File: src/rtl/input_conditioner_pkg.sv
// Shared types and constants for the multiplier front-end input conditioner.
//   debounce_state_t : per-button debounce FSM state encoding
//   DEBOUNCE_SIM     : short debounce window for simulation builds
//   DEBOUNCE_BOARD   : debounce window for the board build
package input_conditioner_pkg;

    typedef enum logic [1:0] {
        IDLE         = 2'd0,
        PRESS_WAIT   = 2'd1,
        PRESSED      = 2'd2,
        RELEASE_WAIT = 2'd3
    } debounce_state_t;

    localparam int DEBOUNCE_SIM   = 16;
    localparam int DEBOUNCE_BOARD = 500000;

endpackage

File: src/rtl/input_conditioner_if.sv
// Board-side bundle of the input conditioner.
//   master : drives raw buttons (active-low), raw switches and Busy;
//            observes conditioned pulses/levels, switch values and FSM states
//   slave  : the conditioner itself
// Handshake: there is no valid/ready pair. A command is a single-cycle,
// active-high pulse that is valid in the cycle it is high; the consumer
// must act on it in that cycle. Busy only gates whether a new pulse fires.
interface input_conditioner_if;
    import input_conditioner_pkg::*;

    logic            Execute;
    logic            clearALoadB;
    logic [7:0]      Switches;
    logic            Busy;
    logic            Run_pulse;
    logic            Run_level;
    logic            ClearA_LoadB_pulse;
    logic            ClearA_LoadB_level;
    logic [7:0]      Switches_S;
    logic [7:0]      Switches_L;
    debounce_state_t run_state;
    debounce_state_t clr_state;

    modport master (
        output Execute, clearALoadB, Switches, Busy,
        input  Run_pulse, Run_level, ClearA_LoadB_pulse, ClearA_LoadB_level,
        input  Switches_S, Switches_L, run_state, clr_state
    );

    modport slave (
        input  Execute, clearALoadB, Switches, Busy,
        output Run_pulse, Run_level, ClearA_LoadB_pulse, ClearA_LoadB_level,
        output Switches_S, Switches_L, run_state, clr_state
    );

endinterface

File: src/rtl/input_conditioner_button_debounce.sv
// One push button: 2-flop synchronizer, debounce FSM and Busy-qualified pulse.
//   i_clk, i_rst : clock, synchronous active-high reset
//   i_btn_n      : raw active-low button (asynchronous)
//   i_busy       : suppresses the pulse at the qualifying edge
//   o_pulse      : registered one-cycle command pulse
//   o_level      : debounced held level
//   o_fire       : combinational "pulse sets at this edge" (for capture logic)
//   o_state      : current FSM state (debug)
module button_debounce
    import input_conditioner_pkg::*;
#(
    parameter int DEBOUNCE_CYCLES = DEBOUNCE_SIM
) (
    input  logic            i_clk,
    input  logic            i_rst,
    input  logic            i_btn_n,
    input  logic            i_busy,
    output logic            o_pulse,
    output logic            o_level,
    output logic            o_fire,
    output debounce_state_t o_state
);

    localparam int CNT_W = $clog2(DEBOUNCE_CYCLES);
    localparam logic [CNT_W-1:0] CNT_LAST = CNT_W'(DEBOUNCE_CYCLES - 1);

    logic            r_s1;
    logic            r_s2;
    debounce_state_t r_state;
    logic [CNT_W-1:0] r_cnt;
    logic            r_pulse;

    debounce_state_t w_state_nxt;
    logic [CNT_W-1:0] w_cnt_nxt;
    logic            w_fire;

    // A press is consumed even when Busy suppresses the pulse: the FSM still
    // moves to PRESSED, so nothing fires later without a full release.
    assign w_fire = (r_state == PRESS_WAIT) && r_s2 && (r_cnt == CNT_LAST) && !i_busy;

    always_comb begin
        w_state_nxt = r_state;
        w_cnt_nxt   = r_cnt;
        case (r_state)
            IDLE: begin
                if (r_s2) begin
                    w_state_nxt = PRESS_WAIT;
                    w_cnt_nxt   = '0;
                end
            end
            PRESS_WAIT: begin
                if (!r_s2) begin
                    w_state_nxt = IDLE;
                    w_cnt_nxt   = '0;
                end else if (r_cnt == CNT_LAST) begin
                    w_state_nxt = PRESSED;
                end else begin
                    w_cnt_nxt = r_cnt + CNT_W'(1);
                end
            end
            PRESSED: begin
                if (!r_s2) begin
                    w_state_nxt = RELEASE_WAIT;
                    w_cnt_nxt   = '0;
                end
            end
            RELEASE_WAIT: begin
                // Bounce while releasing returns to PRESSED without a pulse.
                if (r_s2) begin
                    w_state_nxt = PRESSED;
                end else if (r_cnt == CNT_LAST) begin
                    w_state_nxt = IDLE;
                end else begin
                    w_cnt_nxt = r_cnt + CNT_W'(1);
                end
            end
            default: begin
                w_state_nxt = IDLE;
                w_cnt_nxt   = '0;
            end
        endcase
    end

    always_ff @(posedge i_clk) begin
        if (i_rst) begin
            r_s1    <= 1'b0;
            r_s2    <= 1'b0;
            r_state <= IDLE;
            r_cnt   <= '0;
            r_pulse <= 1'b0;
        end else begin
            r_s1    <= ~i_btn_n;
            r_s2    <= r_s1;
            r_state <= w_state_nxt;
            r_cnt   <= w_cnt_nxt;
            r_pulse <= w_fire;
        end
    end

    assign o_pulse = r_pulse;
    assign o_level = (r_state == PRESSED) || (r_state == RELEASE_WAIT);
    assign o_fire  = w_fire;
    assign o_state = r_state;

endmodule

File: src/rtl/input_conditioner.sv
// Front-end conditioner for the add-shift multiplier: debounced Run and
// ClearA_LoadB commands, synchronized switches and an operand snapshot
// captured on each ClearA_LoadB pulse.
//   Clk, Reset : clock, synchronous active-high reset
//   bus        : input_conditioner_if slave modport (buttons, switches,
//                Busy in; pulses, levels, Switches_S/L, FSM states out)
module input_conditioner
    import input_conditioner_pkg::*;
#(
    parameter int DEBOUNCE_CYCLES = DEBOUNCE_SIM
) (
    input  logic                  Clk,
    input  logic                  Reset,
    input_conditioner_if.slave    bus
);

    logic [7:0] r_sw_s1;
    logic [7:0] r_sw_s2;
    logic [7:0] r_sw_l;
    logic       w_run_fire;
    logic       w_clr_fire;

    button_debounce #(.DEBOUNCE_CYCLES(DEBOUNCE_CYCLES)) u_run (
        .i_clk   (Clk),
        .i_rst   (Reset),
        .i_btn_n (bus.Execute),
        .i_busy  (bus.Busy),
        .o_pulse (bus.Run_pulse),
        .o_level (bus.Run_level),
        .o_fire  (w_run_fire),
        .o_state (bus.run_state)
    );

    button_debounce #(.DEBOUNCE_CYCLES(DEBOUNCE_CYCLES)) u_clr (
        .i_clk   (Clk),
        .i_rst   (Reset),
        .i_btn_n (bus.clearALoadB),
        .i_busy  (bus.Busy),
        .o_pulse (bus.ClearA_LoadB_pulse),
        .o_level (bus.ClearA_LoadB_level),
        .o_fire  (w_clr_fire),
        .o_state (bus.clr_state)
    );

    always_ff @(posedge Clk) begin
        if (Reset) begin
            r_sw_s1 <= 8'h00;
            r_sw_s2 <= 8'h00;
            r_sw_l  <= 8'h00;
        end else begin
            r_sw_s1 <= bus.Switches;
            r_sw_s2 <= r_sw_s1;
            // Snapshot lands on the same edge the ClearA_LoadB pulse sets.
            if (w_clr_fire) begin
                r_sw_l <= r_sw_s2;
            end
        end
    end

    assign bus.Switches_S = r_sw_s2;
    assign bus.Switches_L = r_sw_l;

endmodule

File: src/flat_wrapper.sv
// flat-port wrapper written by rule: the top's interface ports become plain ports
module input_conditioner_flat import input_conditioner_pkg::*;
#(
    parameter int DEBOUNCE_CYCLES = DEBOUNCE_SIM
)
  (Clk, Reset, bus_Execute, bus_clearALoadB, bus_Switches, bus_Busy, bus_Run_pulse, bus_Run_level, bus_ClearA_LoadB_pulse, bus_ClearA_LoadB_level, bus_Switches_S, bus_Switches_L, bus_run_state, bus_clr_state);
  input_conditioner_if bus_i ();
  input  logic Clk;
  input  logic Reset;
  input wire logic [$bits(bus_i.Execute)-1:0] bus_Execute;
  input wire logic [$bits(bus_i.clearALoadB)-1:0] bus_clearALoadB;
  input wire logic [$bits(bus_i.Switches)-1:0] bus_Switches;
  input wire logic [$bits(bus_i.Busy)-1:0] bus_Busy;
  output wire logic [$bits(bus_i.Run_pulse)-1:0] bus_Run_pulse;
  output wire logic [$bits(bus_i.Run_level)-1:0] bus_Run_level;
  output wire logic [$bits(bus_i.ClearA_LoadB_pulse)-1:0] bus_ClearA_LoadB_pulse;
  output wire logic [$bits(bus_i.ClearA_LoadB_level)-1:0] bus_ClearA_LoadB_level;
  output wire logic [$bits(bus_i.Switches_S)-1:0] bus_Switches_S;
  output wire logic [$bits(bus_i.Switches_L)-1:0] bus_Switches_L;
  output wire logic [$bits(bus_i.run_state)-1:0] bus_run_state;
  output wire logic [$bits(bus_i.clr_state)-1:0] bus_clr_state;
  assign bus_i.Execute = bus_Execute;
  assign bus_i.clearALoadB = bus_clearALoadB;
  assign bus_i.Switches = bus_Switches;
  assign bus_i.Busy = bus_Busy;
  assign bus_Run_pulse = bus_i.Run_pulse;
  assign bus_Run_level = bus_i.Run_level;
  assign bus_ClearA_LoadB_pulse = bus_i.ClearA_LoadB_pulse;
  assign bus_ClearA_LoadB_level = bus_i.ClearA_LoadB_level;
  assign bus_Switches_S = bus_i.Switches_S;
  assign bus_Switches_L = bus_i.Switches_L;
  assign bus_run_state = bus_i.run_state;
  assign bus_clr_state = bus_i.clr_state;
  input_conditioner #(.DEBOUNCE_CYCLES(DEBOUNCE_CYCLES)) u_core (.Clk(Clk), .Reset(Reset), .bus(bus_i));
endmodule
File: config.mk
export PLATFORM = sky130hd
export DESIGN_NAME = input_conditioner_flat
export DESIGN_NICKNAME = d
export VERILOG_FILES = /design/src/rtl/input_conditioner_pkg.sv /design/src/rtl/input_conditioner_if.sv /design/src/rtl/input_conditioner_button_debounce.sv /design/src/rtl/input_conditioner.sv /design/src/flat_wrapper.sv
export SDC_FILE = /design/constraint.sdc
export NUM_CORES = 1
export LEC_CHECK = 0
export ABC_AREA = 0
export BUFFER_PORTS_ARGS = -buffer_cell sky130_fd_sc_hd__buf_4
export CAP_MARGIN = 20
export CELL_PAD_IN_SITES_DETAIL_PLACEMENT = 0
export CELL_PAD_IN_SITES_GLOBAL_PLACEMENT = 1
export CORE_MARGIN = 2
export CORE_UTILIZATION = 42
export CTS_BUF_LIST = sky130_fd_sc_hd__clkbuf_16
export DETAILED_ROUTE_END_ITERATION = 12
export PLACE_DENSITY = 0.89
export SYNTH_ARGS = -nofsm -noshare
export SYNTH_HDL_FRONTEND = slang
export SYNTH_HIERARCHICAL = 1
export SYNTH_SLANG_ARGS = --single-unit
File: constraint.sdc
create_clock -name Clk -period 3.7 [get_ports Clk]
set_clock_uncertainty 0.15 [all_clocks]
set_input_delay 0.37 -clock Clk [delete_from_list [all_inputs] [get_ports Clk]]
set_output_delay 0.37 -clock Clk [all_outputs]
set_load 0.03 [all_outputs]
==> After elaboration in Yosys (flattened, before gate mapping) <==
Index checks and enable logic that the tools add are counted.
W data, S select, Z words.
{ "word_totals": {"ff_bits": 42, "in_bits": 13, "out_inout_bits": 24, "elab_cells": 76} }
{ "classes": {"addsub": 2, "eq_ne": 18, "muxes": 26, "bitwise": 2, "reduce_logical": 15} }
{ "ops": {"columns": ["operator", "count"], "rows": [
  ["$mux W4", 10],
  ["$pmux W4 S4", 2],
  ["$mux W2", 12],
  ["$pmux W2 S4", 2],
  ["$ne A2 B2 Y1 const B", 6],
  ["$add A4 B1 Y4 const B", 2],
  ["$eq A2 B2 Y1 const B", 4],
  ["$eq A4 B4 Y1 const B", 2],
  ["$reduce_and A4 Y1", 2],
  ["$logic_and A1 B1 Y1", 6],
  ["$ne A3 B2 Y1 const B", 2],
  ["$ne A3 B3 Y1 const B", 2],
  ["$reduce_and A3 Y1", 2],
  ["$eq A2 B1 Y1 const B", 2],
  ["$logic_not A2 Y1", 2],
  ["$logic_or A1 B1 Y1", 2],
  ["$not A1 Y1", 2],
  ["$logic_not A1 Y1", 1]
]} }

==> Logic depth before layout (Yosys ltp) <==
{ "logic_depth": {"ltp_word": 4, "ltp_mapped": 6, "ltp_nobuf": 5} }

==> By module <==
Netlist, hierarchy kept.
{ "modules_own_cells": {"columns": ["mod", "n_inst", "cells_per_inst", "area_per_inst_um2", "seq_area_each_um2"], "rows": [
  ["button_debounce", 2, 44, 414.1, 180.2],
  ["input_conditioner", 1, 59, 716.9, 480.5]
]} }

==> Least setup slack after synthesis <==
OpenSTA, ideal clock, no wires.
{ "synth_path": {"path_type": "register to register", "start": "register u_core.u_clr.r_cnt[0]", "end": "register u_core.u_clr.r_cnt[1]", "setup_ps": 70, "arrival_time_ps": 1530, "t_required_ps": 3480, "path_slack_ps": 1950, "stages_incl_launch_ff": 5, "path_buffers": 0, "period_less_slack_ps": 1750, "cell_sequence": "dfxtp_1 > ha_1 > and3_1 > or4b_2 > a21oi_1"} }
{ "synth_between": {"elab_chain_cells": 4, "elab_cells_between_ends": 6, "cone_classes": "add/sub (1); eq/ne (1); mux (4)"} }
{ "synth_rtl": {"columns": ["element", "line_no", "rtl"], "rows": [
  ["start: declaration", "input_conditioner_button_debounce.sv:30", "logic [CNT_W-1:0] r_cnt;"],
  ["start signal: assignment", "input_conditioner_button_debounce.sv:95", "r_cnt <= w_cnt_nxt;"],
  ["$add A4 B1 Y4 or $eq A4 B4 Y1 (tied branches)", null, null],
  ["$mux W4 *", "input_conditioner_button_debounce.sv:55, input_conditioner_button_debounce.sv:71", null],
  ["$mux W4, on equally long branches", "input_conditioner_button_debounce.sv:69, input_conditioner_button_debounce.sv:52", null],
  ["$pmux W4 S4 *", "input_conditioner_button_debounce.sv:44", "case (r_state)"]
]} }
Mark *: on every way between the ends. The rest lies on a longest branch, timed or not. The select of a mux whose other input is x is not followed.
A chain may end at the register's enable or synchronous reset.

==> Worst setup path after layout <==
{ "layout_path": {"start": "register u_core.u_run.r_cnt[0]", "end": "register u_core.u_run.r_cnt[1]"} }
{ "layout_between": {"elab_chain_cells": 4, "elab_cells_between_ends": 6, "cone_classes": "add/sub (1); eq/ne (1); mux (4)"} }
{ "layout_rtl": {"columns": ["element", "line_no"], "rows": [
  ["start: declaration", "input_conditioner_button_debounce.sv:30"],
  ["start signal: assignment", "input_conditioner_button_debounce.sv:95"],
  ["$add A4 B1 Y4 or $eq A4 B4 Y1 (tied branches)", null],
  ["$mux W4 *", "input_conditioner_button_debounce.sv:55, input_conditioner_button_debounce.sv:71"],
  ["$mux W4, on equally long branches", "input_conditioner_button_debounce.sv:69, input_conditioner_button_debounce.sv:52"],
  ["$pmux W4 S4 *", "input_conditioner_button_debounce.sv:44"]
]} }
Marks and branches as above.

==> results.yml <==
critical_path:
  crit_required_ns: 3.77
  critPathArrivalTime_ns: 1.92
  end_kind: "flop"
  critical_path.max_stage_delay_ns: 0.68
  critPathSlowestCell: "or4b_2"
  critical_path_peak_fanout: 5
  start_kind: "flop"
  crit_type: "flop to flop"
  worstPathCellList: "ha_1, and3_1, or4b_2, a21oi_1"
sta:
  relSlewSlack_pct: 68.1
  hold_viol: 0
  max_freq_ghz: 0.538
  tightestPinTransition_ns: 0.475
  setup_tns_ns: 0
  rsz0062_at_grt: "no"
  fin_crit_sh_pct: 50.2
  post-route-min-period_ns: 1.86
  setup_viol: 0
  slew_viol_final: 0
cts:
  cts_sinks: 42
  clkTransAtPathRegs_ns: 0.06
  ctsHoldBuffers: 0
  htreeDepth: 2
  numCtsBuffers: 5
  clock_latency_ns: 0.28
  cts.repair.resized: 0
  clock_path_buffers: 2
  post_cts_buffers: 0
  cts_tree: "done"
  cts-root-buf: "clkbuf_16"
final_layout:
  antenna_cells: 0
  final_cells: 232
  areaGrowthSynthToFinish_pct: 30.4
  drive_gt1_share_pct: 26.3
  fin_area_mm2: 0.00201
  fin_nets: 200
routing:
  drc: 0
  drt-total-wl_mm: 3.06
  final_antenna_net_count: 0
  first_pass_iters: 4
  num_vias: 1177
  viasPerCell: 5.07
  drt_iter0_drc: 115
  wire_per_inst_um: 13.2
worst_hold_path:
  hold_class: "input port to flop"
floorplan:
  start_util_pct: 45.1
  die-width_um: 64.6
  num_rows: 21
  dieArea_mm2: 0.00417
  core_area_mm2: 0.00342
  fp.dieH_um: 64.6
  io_pins: 37
power:
  worst_ir_drop_vdd_v: 0.000339
  power_leakage_nw: 0.818
  p_total_mw: 1.02
  power_per_cell_area_mw_per_mm2: 506
placed_design:
  hpwl_mm: 2.16
  placedCellCount: 224
  postPlaceCellArea_mm2: 0.00184
  io_buffers: 36
  place_congestion: 0.799
grt:
  grt_max_degree: 41
  grt_pass1_vias: 1172
  antenna_found_initial: 0
  grt_usage_pct: 16.0
  grt_pass1_wl_mm: 4.97
  grt-ovfl-total: 0
synth:
  syn_inst: 146
  synth_area_mm2: 0.00154
  synth_fp_nets: 161
  avgSynthCellArea_um2: 10.5
  ys_warn_count: 6
job:
  maxCapViolations: 0
outcome:
  outcome: "finished clean"
-- sequential cells by signal, summed over array words and instances (netlist names), 4 cells and up, named ones only --
name,count
u_core/r_sw_s1,8
u_core/u_run/r_cnt,4
u_core/bus.Switches_S,8
u_core/bus.Switches_L,8
u_core/u_clr/r_cnt,4
-- report_power, final --
part           switching (mW)  internal (mW)
clock network           0.174          0.319
registers             0.00745          0.465
logic                  0.0265         0.0243
total                   0.208          0.808
-- cell type report --
cell class	count	area, um^2
repair buffers	37	278
flip-flops and latches	42	841
clock inverters	3	43.8
clock buffers	5	125
well taps	46	57.6
multi-input cells	95	648
inverters	4	15.0
fillers	311	1410
-- layer usage --
layer / track usage [%] / share of wire, % / vias to the layer above
li1: - / - / 591
met1: 15.9 / 40 / 542
met2: 28.5 / 52 / 36
met3: 6.25 / 5.2 / 8
met4: 8.78 / 2.7 / 0
met5: 0 / 0 / -
-- worst max-delay path, delay by kind of cell (launching register included) --
family                   cells  cell delay [ns]
flip-flops                   1             0.33
adder cells (fa/ha/maj)      1             0.25
AO/OA/AOI/OAI                1             0.13
AND/OR/NAND/NOR              2             0.93
-- stage by stage --
stage          hold WS [ns]  setup WS, ns  utilization [%]
2_1_floorplan         0.264          1.95                -
3_3_place_gp          0.269          1.92             53.8
3_5_place_dp          0.272          1.85             53.8
4_1_cts              0.0803          1.83             58.8
5_1_grt              0.0856          1.68             58.8
6_report             0.0843          1.84             58.8
-- final timing paths --
path	from	endpoint	slack, ns	cells past startpoint
max reg2reg	u_core/u_run/r_cnt[0]$_SDFFE_PP0P_	u_core/u_run/r_cnt[1]$_SDFFE_PP0P_	1.84	4
min	bus_clearALoadB	u_core/u_clr/r_s1$_SDFF_PP0_	0.08	2
min reg2reg	u_core/r_sw_s1[4]$_SDFF_PP0_	u_core/bus.Switches_S[4]$_SDFF_PP0_	0.28	1
max	u_core/u_run/r_cnt[0]$_SDFFE_PP0P_	u_core/u_run/r_cnt[1]$_SDFFE_PP0P_	1.84	4
-- cell usage in the layout (no fill, tap or decap), types with 3 or more instances in the layout --
| cell type | n |
|---|---|
| dfxtp_1 | 42 |
| mux2i_1 | 8 |
| o31ai_1 | 4 |
| nor2_1 | 12 |
| clkbuf_16 | 5 |
| nor3_1 | 3 |
| inv_1 | 4 |
| nand2_1 | 4 |
| buf_4 | 37 |
| a21oi_1 | 6 |
| nor2b_1 | 18 |
| nand3_1 | 4 |
(Power assumes the default switching activity.)
